### src/rtl/tts_pkg.sv
// Shared definitions for the truth-table sequencer.
//   TTS_N   : default number of function inputs
//   DEPTH   : table depth for the default N
//   State encoding for the sequencer FSM. ST_SAMPLE is only reached when
//   TTS_SETTLE_EN is defined.
package tts_pkg;

    localparam int unsigned TTS_N = 4;
    localparam int unsigned DEPTH = 2 ** TTS_N;

    typedef logic [1:0] tts_state_t;

    localparam tts_state_t ST_IDLE   = 2'd0;
    localparam tts_state_t ST_DRIVE  = 2'd1;
    localparam tts_state_t ST_SAMPLE = 2'd2;
    localparam tts_state_t ST_FINISH = 2'd3;

endpackage

### src/rtl/tts_vec_counter.sv
// Vector index generator for the truth-table sequencer.
// Ports:
//   clk, reset : clock and synchronous active-high reset
//   clear      : force idx to 0 (start of a sweep)
//   advance    : step idx by one
//   idx        : current vector index
//   last       : idx is the final vector (2**N-1)
module tts_vec_counter #(
    parameter int unsigned N = 4
) (
    input  logic         clk,
    input  logic         reset,
    input  logic         clear,
    input  logic         advance,
    output logic [N-1:0] idx,
    output logic         last
);

    localparam int unsigned Depth = 2 ** N;

    always_ff @(posedge clk) begin
        if (reset || clear) begin
            idx <= '0;
        end else if (advance) begin
            idx <= idx + N'(1);
        end
    end

    assign last = (idx == N'(Depth - 1));

endmodule

### src/rtl/truth_table_sequencer.sv
// Sweeps all 2**N input vectors through an external combinational function,
// captures its truth table and compares it with an expected mask.
// Optional macro TTS_SETTLE_EN: each vector takes two cycles (DRIVE, SAMPLE).
// Ports:
//   clk, reset  : clock and synchronous active-high reset
//   start       : sweep request, honoured only in IDLE
//   exp_mask    : expected truth table, latched on accepted start
//   f_in        : output of the function under control
//   vec         : vector presented to the function (0 outside a sweep)
//   busy        : sweep in progress
//   done        : one-cycle completion pulse
//   result      : captured truth table
//   ones_cnt    : number of ones in result
//   match       : result equals latched mask (valid from done)
//   fail_vld    : at least one mismatch (valid from done)
//   first_fail  : lowest mismatching index, 0 if none
module truth_table_sequencer
    import tts_pkg::*;
#(
    parameter int unsigned N = TTS_N
) (
    input  logic              clk,
    input  logic              reset,
    input  logic              start,
    input  logic [2**N-1:0]   exp_mask,
    input  logic              f_in,
    output logic [N-1:0]      vec,
    output logic              busy,
    output logic              done,
    output logic [2**N-1:0]   result,
    output logic [N:0]        ones_cnt,
    output logic              match,
    output logic              fail_vld,
    output logic [N-1:0]      first_fail
);

    tts_state_t        state;
    tts_state_t        state_next;
    logic [2**N-1:0]   mask;
    logic [N-1:0]      idx;
    logic              last;
    logic              accept;
    logic              sample_now;
    logic              mismatch;

    assign accept = (state == ST_IDLE) && start;

`ifdef TTS_SETTLE_EN
    assign sample_now = (state == ST_SAMPLE);
`else
    assign sample_now = (state == ST_DRIVE);
`endif

    assign mismatch = (f_in != mask[idx]);

    tts_vec_counter #(
        .N (N)
    ) u_vec_counter (
        .clk     (clk),
        .reset   (reset),
        .clear   (accept),
        .advance (sample_now),
        .idx     (idx),
        .last    (last)
    );

    always_comb begin
        state_next = state;
        case (state)
            ST_IDLE:   if (start) state_next = ST_DRIVE;
`ifdef TTS_SETTLE_EN
            ST_DRIVE:  state_next = ST_SAMPLE;
            ST_SAMPLE: state_next = last ? ST_FINISH : ST_DRIVE;
`else
            ST_DRIVE:  if (last) state_next = ST_FINISH;
`endif
            ST_FINISH: state_next = ST_IDLE;
            default:   state_next = ST_IDLE;
        endcase
    end

    always_ff @(posedge clk) begin
        if (reset) begin
            state      <= ST_IDLE;
            mask       <= '0;
            result     <= '0;
            ones_cnt   <= '0;
            match      <= 1'b0;
            fail_vld   <= 1'b0;
            first_fail <= '0;
        end else begin
            state <= state_next;
            if (accept) begin
                mask       <= exp_mask;
                result     <= '0;
                ones_cnt   <= '0;
                match      <= 1'b0;
                fail_vld   <= 1'b0;
                first_fail <= '0;
            end else if (sample_now) begin
                result[idx] <= f_in;
                if (f_in) begin
                    ones_cnt <= ones_cnt + (N + 1)'(1);
                end
                // Only the first mismatch records its index.
                if (mismatch && !fail_vld) begin
                    fail_vld   <= 1'b1;
                    first_fail <= idx;
                end
                // Settle match with the final sample so it is valid alongside done.
                if (last) begin
                    match <= !(fail_vld || mismatch);
                end
            end
        end
    end

    assign busy = (state == ST_DRIVE) || (state == ST_SAMPLE);
    assign done = (state == ST_FINISH);
    assign vec  = busy ? idx : '0;

endmodule

### config.mk
export PLATFORM = sky130hd
export DESIGN_NAME = truth_table_sequencer
export DESIGN_NICKNAME = d
export VERILOG_FILES = /design/src/rtl/tts_pkg.sv /design/src/rtl/tts_vec_counter.sv /design/src/rtl/truth_table_sequencer.sv
export SDC_FILE = /design/constraint.sdc
export NUM_CORES = 1
export LEC_CHECK = 0
export BUFFER_PORTS_ARGS = -buffer_cell sky130_fd_sc_hd__buf_4
export CAP_MARGIN = 25
export CORE_ASPECT_RATIO = 1.25
export CORE_UTILIZATION = 53
export DETAILED_ROUTE_END_ITERATION = 10
export PLACE_DENSITY = 0.79
export SLEW_MARGIN = 20
export SYNTH_ARGS = -nofsm -noshare
export SYNTH_HDL_FRONTEND = slang
export SYNTH_SLANG_ARGS = --single-unit
### constraint.sdc
create_clock -name clk -period 2.34 [get_ports clk]
set_input_delay 0.234 -clock clk [delete_from_list [all_inputs] [get_ports clk]]
set_output_delay 0.234 -clock clk [all_outputs]
set_load 0.01 [all_outputs]
==> run summary <==
## GRT
• 7980 µm — first-pass GRT wire length
• 28 — pin count of the biggest net entering global routing
• 0 — Congestion Overflow GR
• 0 — antenna violations before repair
• 22.1% — global routing usage summed across all routing layers
• 1,858 — via count of the first global-routing pass

## CTS
• 0 — count of hold-fix buffers inserted at cts
• built — CTS tree
• 2 — H-tree level count
• 0.08 ns — clock slew at reported path FFs
• 49 — TritonCTS sink count
• clkbuf_8 — clock root cell
• 2 — Bufs on Longest Clock Path
• 5 — total clock buffers created by CTS
• 0.30 ns — latest clock arrival within the worst-skew pair
• 0 — number of gates resized after cts
• 0 — number of buffers inserted to repair setup after CTS

## Worst setup path
• 0.20 ns — r2r setup slk
• flop — nature of the critical path endpoint
• 2.54 ns — Critical Path RT
• 6 — path depth of the worst reg2reg path
• fail_vld — capturing point of the worst reg2reg path
• u_vec_counter.idx[1] — worst reg2reg path startpoint
• flop to flop — critical setup path kind
• 10 — maximum fanout along the worst path
• 2.34 ns — CP arrival
• flop — Setup crit start kind

## Hold path
• 3 — worst hold path depth
• exp_mask[1] — hold path startpoint
• mask[1] — capture endpoint of the worst hold path
• input port to flop — worst min path class

## STA
• 2.14 ns — Final min period
• 0.624 ns — transition time at the pin with the least slew margin
• 0 — Fin. Hold Viols
• 91.3% — final period utilization
• 58.3% — Max-slew headroom
• 468 MHz — timing-limited maximum frequency
• 0 — Final setup violation count
• 0 — Max Slew Vio Count
• 0.00720 ns — maximum clock skew at final layout
• 0.171 ns — Final Hold Slack
• 0.203 ns — Worst Setup Slack, final
• false — RSZ-0062 raised after global routing
• 0 ns — setup_tns

## Layout
• 22.9% — Area growth syn-to-layout
• 375 — Fillers
• 1250 µm² — footprint of the multi-input gates
• 0 — count of antenna diodes in the layout
• 21.5% — share of post-route cells with drive strength above 1
• 981 µm² — sequential standard cell area
• 349 — number of nets in the finished design

## Floorplan
• 61.3 µm — width of the die
• 55.9% — initial core utilization
• 4160 µm² — CORE AREA
• 26 — Site Rows
• 76.1 µm — die span in y
• 53 — io pins
• 4670 µm² — area of the die

## Outcome
• finished clean — run status

## Logic synthesis
• dfxtp_1 — Post-synth top flop
• dfxtp_1 — biggest area consumer among synthesized cells
• dfxtp_1 — most used standard cell by instance count after synthesis
• 42.1% — post-synthesis sequential area ratio
• 49 x dfxtp_1, 46 x nand2_1, 34 x nor2_1 — most instantiated cells after synthesis
• 2330 µm² — cell area after synthesis
• dfxtp_1 42%, mux2i_1 12%, nand2_1 7.4% — leading post-synthesis cells by cell area
• 0 — number of warnings reported in the yosys synthesis log
• 275 — instance count of the mapped netlist
• 0 — EDFF count, synth
• 42.1% — area share of the leading cell type in the synthesized netlist
• 49 — flops & latches, synth
• 8.47 µm² — mean instance size in the synthesized netlist
• 0% — share of flip-flops with an asynchronous set or reset after synthesis
• 33 — count of distinct cell types in the synthesized netlist
• 304 — Synthesized Nets

## Run
• 0 — maximum capacitance violations

## Route
• 91 — 1st-iter DRT viols
• 2,002 — detailed-route via count
• 12.5 µm — Wirelength per Cell
• 2340 µm — wire length on met2
• 0 — number of design rule violations left after detail routing
• met4 — highest signal layer in the routed design
• 5.31 — number of vias per cell
• 2120 µm — Routed met1 length
• 6 — TritonRoute pass-1 iters
• 149 µm — length of routed met3 wiring
• 0 — Antenna Nets Post-Route
• 4700 µm — Total Routed Length

## Placed design
• 0.226 ns — pre-CTS setup slack
• 0.800 — GPL Wtd Cong
• 52 — I/O Buffers
• 3210 µm — Detailed Place HPWL

## Power and ir drop
• 814 nW/µm² — power density relative to cell area
• 1.29 nW — cell leakage power
• 0.000507 V — Worst VDD drop

power breakdown:
part           switching, W  leakage (nW)  internal, W
combinational      0.000443         0.830     0.000301
clock              0.000269        0.0585     0.000348
sequential        0.0000582         0.398     0.000911
per-layer routing:
| layer | track usage (%) | up-vias |
|---|---|---|
| li1 | - | 1017 |
| met1 | 26.7 | 941 |
| met2 | 36.5 | 35 |
| met3 | 5.60 | 9 |
| met4 | 8.41 | 0 |
| met5 | 0 | - |
cell type report:
cell class | instances | area share (%)
clock buffers | 7 | 3.01
clock inverters | 1 | 1.05
inverters | 5 | 0.655
flip-flops and latches | 49 | 34.3
multi-input cells | 202 | 43.6
well taps | 56 | 2.45
repair buffers | 57 | 14.9
cells in the final DEF (no fill, tap or decap), drive strengths merged, types with 2 or more instances in the layout:
cell,instances
buf,57
and2,6
nand3,18
dfxtp,49
or3,2
inv,5
a21oi,21
and3,2
xor2,7
nand2b,4
ha,9
nor2b,6
nor2,34
mux2i,28
nand4,6
clkbuf,7
nand2,46
stage by stage:
| step | total power [W] | area (µm²) | util (%) | cells |
|---|---|---|---|---|
| final | 0.00233 | 2860 | 68.8 | 377 |
| after global routing | 0.00247 | 2860 | 68.8 | 377 |
| after CTS | 0.00235 | 2860 | 68.8 | 377 |
| after detailed placement | 0.00172 | 2750 | 66.0 | 369 |
| after global placement | 0.00171 | 2750 | 66.0 | 369 |
| after floorplan | 0.00153 | 2330 | - | 275 |
sequential cells by signal, summed over array words and instances, names as in the netlist:
register	cells
result	16
match	1
fail_vld	1
state	2
u_vec_counter.idx	4
mask	16
first_fail	4
ones_cnt	5
kinds of logic (layout without fill, tap and decap cells):
logic type	after synthesis	count (layout)	synth area share, %
compound gates	30	30	8.32
xor+xnor	8	8	3.01
fa+ha+maj	9	9	4.83
buf+inv	24	70	4.24
flops	49	49	42.1
mux	30	30	13.5
simple gates	125	125	24.0
critical path, stage by stage (launching register included):
cell and delay [ns]:
dfxtp_1 0.60, buf_4 0.23, mux2i_1 0.10, a2bb2oi_1 0.40, a21oi_1 0.13, or3_1 0.39
a22o_1 0.19
how the worst max path moves through the flow:
stage                                    start        to  slack, ns  depth (start not counted)
final                     u_vec_counter.idx[1]  fail_vld       0.20                          6
after global placement    u_vec_counter.idx[1]  fail_vld       0.30                          5
after floorplan           u_vec_counter.idx[1]  fail_vld       0.36                          6
after detailed placement  u_vec_counter.idx[1]  fail_vld       0.23                          5
after global routing      u_vec_counter.idx[1]  fail_vld       0.02                          6
after CTS                 u_vec_counter.idx[1]  fail_vld       0.19                          5
(Power assumes the default switching activity.)
